$ cat src/rtl/string_eval_pkg.sv
// rtl/string_eval_pkg.sv - shared string types, dispatcher states and round-robin select
package string_eval_pkg;

  localparam int STRING_CHARS      = 16;
  localparam int BITS_PER_CHAR     = 5;
  localparam int STRING_DATA_WIDTH = STRING_CHARS * BITS_PER_CHAR;
  localparam int RESULT_BITS       = 16;
  localparam int MAX_ENGINES       = 8;
  localparam int ENG_IDX_W         = 3;

  typedef logic [STRING_DATA_WIDTH-1:0] string_t;
  typedef logic [RESULT_BITS-1:0]       result_t;

  typedef enum logic [1:0] {
    ST_IDLE,
    ST_OFFER,
    ST_DRAIN,
    ST_REPORT
  } disp_state_t;

  typedef struct packed {
    logic                 found;
    logic [ENG_IDX_W-1:0] idx;
  } rr_grant_t;

  // First ready engine at or above ptr, wrapping at n; lowest offset wins.
  function automatic rr_grant_t rr_select(input logic [MAX_ENGINES-1:0] ready,
                                          input logic [ENG_IDX_W-1:0]   ptr,
                                          input int                     n);
    rr_grant_t g;
    int        j;
    g = '0;
    for (int k = MAX_ENGINES - 1; k >= 0; k--) begin
      if (k < n) begin
        j = int'(ptr) + k;
        if (j >= n) j = j - n;
        if (ready[j[ENG_IDX_W-1:0]]) begin
          g.found = 1'b1;
          g.idx   = j[ENG_IDX_W-1:0];
        end
      end
    end
    return g;
  endfunction

endpackage

$ cat src/rtl/candidate_queue.sv
// rtl/candidate_queue.sv - synchronous FIFO of candidate strings
module candidate_queue
  import string_eval_pkg::*;
#(
  parameter int DEPTH = 4
) (
  input  logic    i_clk,
  input  logic    i_reset,
  input  logic    i_push,
  input  string_t i_push_data,
  input  logic    i_pop,
  output string_t o_head,
  output logic    o_full,
  output logic    o_empty
);

  localparam int AW = $clog2(DEPTH);

  logic [AW:0] r_wr_ptr;
  logic [AW:0] r_rd_ptr;
  string_t     r_mem [DEPTH];
  logic        w_do_push;
  logic        w_do_pop;

  assign o_empty   = (r_wr_ptr == r_rd_ptr);
  assign o_full    = (r_wr_ptr[AW] != r_rd_ptr[AW]) && (r_wr_ptr[AW-1:0] == r_rd_ptr[AW-1:0]);
  assign w_do_pop  = i_pop && !o_empty;
  // A pop in the same cycle frees the slot the push is about to land in.
  assign w_do_push = i_push && (!o_full || w_do_pop);
  assign o_head    = r_mem[r_rd_ptr[AW-1:0]];

  always_ff @(posedge i_clk) begin
    if (i_reset) begin
      r_wr_ptr <= '0;
      r_rd_ptr <= '0;
    end else begin
      if (w_do_push) r_wr_ptr <= r_wr_ptr + 1'b1;
      if (w_do_pop)  r_rd_ptr <= r_rd_ptr + 1'b1;
    end
  end

  always_ff @(posedge i_clk) begin
    if (w_do_push) r_mem[r_wr_ptr[AW-1:0]] <= i_push_data;
  end

endmodule

$ cat src/rtl/pair_engine_dispatcher.sv
// rtl/pair_engine_dispatcher.sv - queues candidate strings, dispatches to pair engines, counts nice
module pair_engine_dispatcher #(
  parameter int NUM_ENGINES       = 2,
  parameter int QUEUE_DEPTH       = 4,
  parameter int STRING_DATA_WIDTH = 80,
  parameter int RESULT_WIDTH      = 16
) (
  input  logic                         clk,
  input  logic                         reset,
  input  logic                         string_valid,
  input  logic [STRING_DATA_WIDTH-1:0] string_data,
  input  logic                         has_repeating_char,
  input  logic                         end_of_file,
  output logic [NUM_ENGINES-1:0]       eng_req_valid,
  input  logic [NUM_ENGINES-1:0]       eng_req_ready,
  output logic [STRING_DATA_WIDTH-1:0] eng_req_data,
  input  logic [NUM_ENGINES-1:0]       eng_done,
  input  logic [NUM_ENGINES-1:0]       eng_nice,
  output logic [RESULT_WIDTH-1:0]      nice_count,
  output logic                         result_valid,
  output logic                         overflow
);

  import string_eval_pkg::*;

  localparam int OUT_W = $clog2(NUM_ENGINES + 1);

  disp_state_t             r_state;
  logic [NUM_ENGINES-1:0]  r_req_valid;
  logic [ENG_IDX_W-1:0]    r_rr_ptr;
  logic [ENG_IDX_W-1:0]    r_grant_idx;
  logic [OUT_W-1:0]        r_outstanding;
  logic [RESULT_WIDTH-1:0] r_nice_count;
  logic                    r_eof_seen;
  logic                    r_result_valid;
  logic                    r_overflow;

  logic                    w_enq;
  logic                    w_full;
  logic                    w_empty;
  string_t                 w_head;
  logic                    w_handshake;
  logic [MAX_ENGINES-1:0]  w_ready_pad;
  rr_grant_t               w_grant;
  logic [NUM_ENGINES-1:0]  w_grant_onehot;
  logic [ENG_IDX_W-1:0]    w_next_ptr;
  logic [NUM_ENGINES-1:0]  w_done;
  logic [OUT_W-1:0]        w_done_cnt;
  logic [RESULT_WIDTH-1:0] w_nice_inc;

  assign w_enq       = string_valid && has_repeating_char;
  assign w_handshake = (r_state == ST_OFFER) && ((r_req_valid & eng_req_ready) != '0);

  candidate_queue #(
    .DEPTH(QUEUE_DEPTH)
  ) u_queue (
    .i_clk      (clk),
    .i_reset    (reset),
    .i_push     (w_enq),
    .i_push_data(string_data),
    .i_pop      (w_handshake),
    .o_head     (w_head),
    .o_full     (w_full),
    .o_empty    (w_empty)
  );

  always_comb begin
    w_ready_pad = '0;
    w_ready_pad[NUM_ENGINES-1:0] = eng_req_ready;
    w_grant = rr_select(w_ready_pad, r_rr_ptr, NUM_ENGINES);
    w_grant_onehot = '0;
    for (int i = 0; i < NUM_ENGINES; i++) begin
      w_grant_onehot[i] = w_grant.found && (w_grant.idx == ENG_IDX_W'(i));
    end
  end

  assign w_next_ptr = (r_grant_idx == ENG_IDX_W'(NUM_ENGINES - 1)) ? '0 : r_grant_idx + ENG_IDX_W'(1);

  // Completions with nothing in flight are protocol errors and are dropped.
  assign w_done = (r_outstanding != '0) ? eng_done : '0;

  always_comb begin
    w_done_cnt = '0;
    w_nice_inc = '0;
    for (int i = 0; i < NUM_ENGINES; i++) begin
      w_done_cnt = w_done_cnt + OUT_W'(w_done[i]);
      w_nice_inc = w_nice_inc + RESULT_WIDTH'(w_done[i] & eng_nice[i]);
    end
  end

  always_ff @(posedge clk) begin
    if (reset) begin
      r_state        <= ST_IDLE;
      r_req_valid    <= '0;
      r_rr_ptr       <= '0;
      r_grant_idx    <= '0;
      r_outstanding  <= '0;
      r_nice_count   <= '0;
      r_eof_seen     <= 1'b0;
      r_result_valid <= 1'b0;
      r_overflow     <= 1'b0;
    end else begin
      if (w_enq && w_full && !w_handshake) r_overflow <= 1'b1;
      if (end_of_file) r_eof_seen <= 1'b1;
      r_outstanding <= r_outstanding + OUT_W'(w_handshake) - w_done_cnt;
      r_nice_count  <= r_nice_count + w_nice_inc;

      case (r_state)
        ST_IDLE: begin
          if (!w_empty) begin
            // Offer immediately when an engine is free so the dispatch rate is one per two cycles.
            r_state <= ST_OFFER;
            if (w_grant.found) begin
              r_req_valid <= w_grant_onehot;
              r_grant_idx <= w_grant.idx;
            end
          end else if (r_eof_seen) begin
            if (r_outstanding == '0) begin
              r_state        <= ST_REPORT;
              r_result_valid <= 1'b1;
            end else begin
              r_state <= ST_DRAIN;
            end
          end
        end
        ST_OFFER: begin
          if (w_handshake) begin
            r_req_valid <= '0;
            r_rr_ptr    <= w_next_ptr;
            r_state     <= ST_IDLE;
          end else if ((r_req_valid == '0) && w_grant.found) begin
            r_req_valid <= w_grant_onehot;
            r_grant_idx <= w_grant.idx;
          end
        end
        ST_DRAIN: begin
          if (!w_empty) begin
            r_state <= ST_IDLE;
          end else if (r_outstanding == '0) begin
            r_state        <= ST_REPORT;
            r_result_valid <= 1'b1;
          end
        end
        ST_REPORT: begin
          r_result_valid <= 1'b0;
          r_eof_seen     <= end_of_file;
          r_state        <= ST_IDLE;
        end
        default: r_state <= ST_IDLE;
      endcase
    end
  end

  assign eng_req_valid = r_req_valid;
  assign eng_req_data  = w_head;
  assign nice_count    = r_nice_count;
  assign result_valid  = r_result_valid;
  assign overflow      = r_overflow;

endmodule

$ cat config.mk
export PLATFORM = sky130hd
export DESIGN_NAME = pair_engine_dispatcher
export DESIGN_NICKNAME = d
export VERILOG_FILES = /design/src/rtl/string_eval_pkg.sv /design/src/rtl/candidate_queue.sv /design/src/rtl/pair_engine_dispatcher.sv
export SDC_FILE = /design/constraint.sdc
export NUM_CORES = 1
export LEC_CHECK = 0
export CORE_ASPECT_RATIO = 1.4
export CORE_MARGIN = 2
export CORE_UTILIZATION = 54
export CTS_BUF_LIST = sky130_fd_sc_hd__clkbuf_16
export DETAILED_ROUTE_END_ITERATION = 6
export GPL_TIMING_DRIVEN = 0
export PLACE_DENSITY = 0.79
export SYNTH_ARGS = -nofsm -noshare
export SYNTH_HDL_FRONTEND = slang
export SYNTH_SLANG_ARGS = --single-unit
$ cat constraint.sdc
create_clock -name clk -period 11.1 [get_ports clk]
set_clock_uncertainty 0.1 [all_clocks]
set_input_delay 2.22 -clock clk [delete_from_list [all_inputs] [get_ports clk]]
set_output_delay 2.22 -clock clk [all_outputs]
set_load 0.1 [all_outputs]
## Word-level counts from Yosys, hierarchy flattened

Memories as Yosys holds them, arrays and structs flattened. A register that Yosys moved wholly into a read port is not among the register bits.
Index checks and enable logic that the tools add are counted.

| storage, ports and cells | value |
|---|---|
| register bits | 37 |
| memory bits (writable) | 320 |
| bits of input ports | 91 |
| memories | 1 |

| operators by class | value |
|---|---|
| add/sub/neg operators | 11 |
| order comparisons | 4 |
| equality and inequality tests | 19 |
| multiplexer cells | 38 |
| bitwise operators | 3 |
| reduce and logical (&&, ||, !) cells | 28 |

Memory list:

| memory | depth | width | read ports | clocked after Yosys merged registers in | write ports | RTL line | source |
|---|---|---|---|---|---|---|---|
| u_queue.r_mem | 4 | 80 | 1 | 1 | 1 | candidate_queue.sv:21 | `string_t r_mem [DEPTH];` |

Operators by type and width:

| operator | count |
|---|---|
| two-way mux 2 bit | 12 |
| two-way mux 3 bit | 7 |
| adder 16 x 2 -> 16 bit | 1 |
| two-way mux 1 bit | 11 |
| logical AND 1 bit | 10 |
| adder 3 x 1 -> 3 bit (second input constant) | 3 |
| < comparator 3 x 4 -> 1 bit (second input constant) | 2 |
| two-way mux 4 bit | 2 |
| != test 2 x 1 -> 1 bit (second input constant) | 4 |
| != test 2 bit (second input constant) | 4 |
| one-hot mux 2 bit (4 select lines) | 1 |
| AND reduction 4 bit | 2 |
| nonzero test 2 bit | 4 |
| binary-select mux 1 bit (select 3 bit) | 2 |
| equality test 3 x 1 -> 1 bit (second input constant) | 2 |
| logical NOT 2 bit | 3 |
| != test 3 bit (second input constant) | 2 |
| one-hot mux 3 bit (2 select lines) | 1 |
| subtractor 3 x 2 -> 3 bit (second input constant) | 2 |
| AND reduction 5 bit | 1 |
| adder 1 x 1 -> 2 bit | 2 |
| adder 3 x 1 -> 4 bit (second input constant) | 1 |
| equality test 2 bit (second input constant) | 2 |
| >= comparator 4 x 2 -> 1 bit (second input constant) | 1 |
| 18 further kinds | 21 |

## Longest topological paths before layout

| logic depth | value |
|---|---|
| word-level depth | 12 |
| mapped depth | 8 |
| depth with buffers taken out | 8 |

## Modules after synthesis

Synthesis repeated with hierarchy kept, for this count alone.

| second synthesis, totals | value |
|---|---|
| cells, all modules | 649 |
| area, all modules | 13558.0 um2 |

By module, submodules not included:

| module | times used | cells an instance | area each (um2) | sequential area each (um2) |
|---|---|---|---|---|
| candidate_queue | 1 | 473 | 12040.3 | 9769.4 |
| pair_engine_dispatcher | 1 | 176 | 1517.7 | 620.6 |

## Worst setup path after synthesis

No wires, ideal clock.

| timing path | value |
|---|---|
| kind | input-to-reg |
| start | input eng_req_ready[0] |
| end | memory u_queue.r_mem[3][0] (netlist bit) (enable) |
| arrival time | 8.889 ns |
| path slack | 1.443 ns |
| stages | 4 |
| buffers on the path | 1 |
| cells stage by stage | a22oi_1 nand2b_1 clkbuf_1 a311oi_1 |

| on the way | value |
|---|---|
| longest elaborated chain between the ends | 8 |

RTL lines:

| item | RTL line | source |
|---|---|---|
| start: declaration | pair_engine_dispatcher.sv:15 | `input logic [NUM_ENGINES-1:0] eng_req_ready,` |
| AND 2 bit | pair_engine_dispatcher.sv:52 | `assign w_handshake = (r_state == ST_OFFER) && ((r_req_valid & eng_req_ready) != '0);` |
| nonzero test 2 bit | pair_engine_dispatcher.sv:52 |  |
| logical AND 1 bit | pair_engine_dispatcher.sv:52 |  |
| logical AND 1 bit | candidate_queue.sv:27 | `assign w_do_pop = i_pop && !o_empty;` |
| logical OR 1 bit | candidate_queue.sv:29 | `assign w_do_push = i_push && (!o_full \|\| w_do_pop);` |
| logical AND 1 bit | candidate_queue.sv:29 |  |
| two-way mux 1 bit | candidate_queue.sv:43 | `if (w_do_push) r_mem[r_wr_ptr[AW-1:0]] <= i_push_data;` |
| two-way mux 1 bit (implied by the code) | candidate_queue.sv:43 |  |
| end: declaration | candidate_queue.sv:21 |  |

No other way between the ends.

==> impl_metrics.csv <==
group,metric,value,unit
run_status,status,"completed",
grt,gr-total-overflow,0,
clock_tree,postCtsResizedCells,0,
detailed_routing,via_per_inst,5.58,
sta,layout_setup_ws,5.39,ns
finish,drive_gt1_frac,0.172,
floorplanning,num_rows,68,
clock_tree,numCtsBuffers,34,
detailed_routing,drtIter0Drc,440,
run,cap_viol_max_count,0,
clock_tree,clk_latency,0.50,ns
sta,max_freq,175,MHz
synthesis,synthFlopType,"edfxtp_1",
finish,nNetsFinal,976,
synthesis,post_synth_num_cell_types,47,
floorplanning,chipHeight,191,um
grt,grt_use_total,0.194,
sta,hold_slack,0.408,ns
setup_path,cp_max_fo,10,
power,pwr_density_cell,176,mW/mm2
sta,report.final.hold_viol_count,0,
detailed_routing,num_vias,6757,
setup_path,cp-start-kind,"flip-flop",
finish,diodes,0,
synthesis,netlist_top_cells_area,"edfxtp_1, mux4_2, dfxtp_1, ha_1, nor2_1",
clock_tree,cts_sinks,359,
power,p_leak,5.51,nW
sta,relSlewSlack,0.286,
sta,setup_viol_count_final,0,
synthesis,synth_top_area_frac,0.713,
place,routabilityCongestion,0.745,
sta,finalCritPeriodShare,0.514,
synthesis,synth_commonest_cells,"edfxtp_1, mux4_2, dfxtp_1",
synthesis,syn_nets,741,
grt,grt_pass1_wl,38100,um
sta,setup_tns,0,ns
detailed_routing,dr.pass1.iters,4,
synthesis,synth_cells,636,
floorplanning,boundaryPins,191,
place,dp_hpwl,16100,um
sta,min_period,5.71,ns
setup_path,critPathKind,"reg2out",
synthesis,syn-cell-area,0.0135,mm2
synthesis,synth_most_common_cell,"edfxtp_1",
place,port_buffers,190,
clock_tree,cts_tree,"built",
finish,fin_area,0.0171,mm2
grt,grt_max_degree,53,
finish,fillers,1577,
clock_tree,post-cts-setup-buffer-count,0,
floorplanning,dieArea,0.0263,mm2
grt,grt_pass1_vias,6924,
detailed_routing,wirelength,25100,um
sta,drv_slew,0,
clock_tree,clockRootBuffer,"clkbuf_16",
floorplanning,start_util,0.548,
detailed_routing,ant_nets,0,
detailed_routing,drc,0,
min_path,hp-class,"reg2reg",
clock_tree,clock_path_buffers,3,
floorplanning,die_width,138,um
setup_path,end_kind,"output pin",
clock_tree,postCtsHoldBufs,0,
synthesis,syn_avg_cell_area,21.2,um2
place,dpl_worst_slack,5.88,ns
setup_path,cp.required,8.78,ns
finish,areaGrowthSynthToFinish,26.7,%
floorplanning,design.core.area,0.0246,mm2
synthesis,yosys_warnings,0,
synthesis,synth-seq-area-share,0.771,
power,irDropWorstVdd,0.125,mV
grt,antenna_found_initial,0,
place,dpl_cell_area,0.0160,mm2
sta,rsz0062_at_grt,"false",
synthesis,synthArstFlopShare,0,
synthesis,synth_top_area_cell,"edfxtp_1",
clock_tree,clk_pin_slew,0.07,ns
synthesis,synth_seq_cells,359,
sta,worst_pin_slew,1.07,ns
detailed_routing,routedWlPerCell,20.8,um
setup_path,arrival,3.39,ns
clock_tree,cts-htree-levels,2,
synthesis,synth_edf_count,320,
[state kept, by name, indices dropped and copies added (netlist names), named ones only]
signal	count
u_queue.r_mem	320
nice_count	16
r_grant_idx	3
r_rr_ptr	3
u_queue.r_rd_ptr	3
u_queue.r_wr_ptr	3
eng_req_valid	2
r_outstanding	2
r_state	2
overflow	1
r_eof_seen	1
result_valid	1
[per-stage QoR]
stage / util / power, W / instances
final: 0.695 / 0.00300 / 1211
after global routing: 0.695 / 0.00309 / 1211
after CTS: 0.695 / 0.00303 / 1211
after detailed placement: 0.650 / 0.00190 / 1150
after global placement: 0.641 / 0.00189 / 1141
after floorplan: - / 0.00180 / 636
[layer usage]
| layer | global-route usage | vias up | routed length, um |
|---|---|---|---|
| met2 | 0.335 | 203 | 13000 |
| met5 | 0 | - | 0 |
| li1 | - | 3065 | - |
| met1 | 0.241 | 3446 | 9720 |
| met3 | 0.0477 | 43 | 1750 |
| met4 | 0.0587 | 0 | 631 |
[layout by cell type (no fill, tap or decap), types with 5 or more instances in the layout]
cell type        instances
o21ai_0                  6
xnor2_1                 12
buf_2                    8
edfxtp_1               320
clkinv_1                11
clkbuf_1                15
mux4_2                  80
ha_1                    12
mux2i_1                  6
nor2_1                  31
nand3_1                  6
dfxtp_1                 39
xor2_1                  10
a21oi_1                  8
clkdlybuf4s50_1        190
clkbuf_16               35
nor3_1                   5
nand2_1                 10
inv_1                   17
[cell type report]
class | count | area [um2] | area share
timing repair buffer | 199 | 2080 | 0.122
buffer | 25 | 111 | 0.00652
sequential | 359 | 10400 | 0.608
clock buffer | 35 | 876 | 0.0513
tap | 315 | 394 | 0.0231
inverter | 13 | 48.8 | 0.00286
multi-input combinational | 239 | 2950 | 0.173
clock inverter | 26 | 223 | 0.0130
[where the power goes]
group	internal [W]	switching, W	total (W)
sequential	0.00151	0.0000213	0.00153
combinational	0.000113	0.000226	0.000339
clock	0.000667	0.000462	0.00113
total	0.00229	0.000710	0.00300
[cell families (layout without fill, tap and decap cells)]
logic type / Yosys count / after routing / share of synthesized area
simple gates: 83 / 83 / 0.0329
compound gates: 33 / 33 / 0.0166
buf+inv: 38 / 298 / 0.0119
mux: 87 / 87 / 0.139
xor+xnor: 22 / 22 / 0.0143
flops: 359 / 359 / 0.771
fa+ha+maj: 14 / 14 / 0.0141
[final timing paths]
check	start	to	slack [ns]	cells past startpoint
max reg2reg	r_state[0]$_SDFFE_PP0P_	u_queue.r_mem[0][75]$_DFFE_PP_	8.19	6
min	overflow$_SDFFE_PP0P_	overflow$_SDFFE_PP0P_	0.41	2
max	flip-flop	eng_req_data[60]	5.39	4
min reg2reg	overflow$_SDFFE_PP0P_	overflow$_SDFFE_PP0P_	0.41	2
[critical path, stage by stage, from the launching register on]
cell	delay [ns]
dfxtp_1	0.31
buf_1	0.47
clkbuf_1	0.59
mux4_2	0.32
clkdlybuf4s50_1	1.19
No activity file was read; power rests on OpenSTA's default activity.
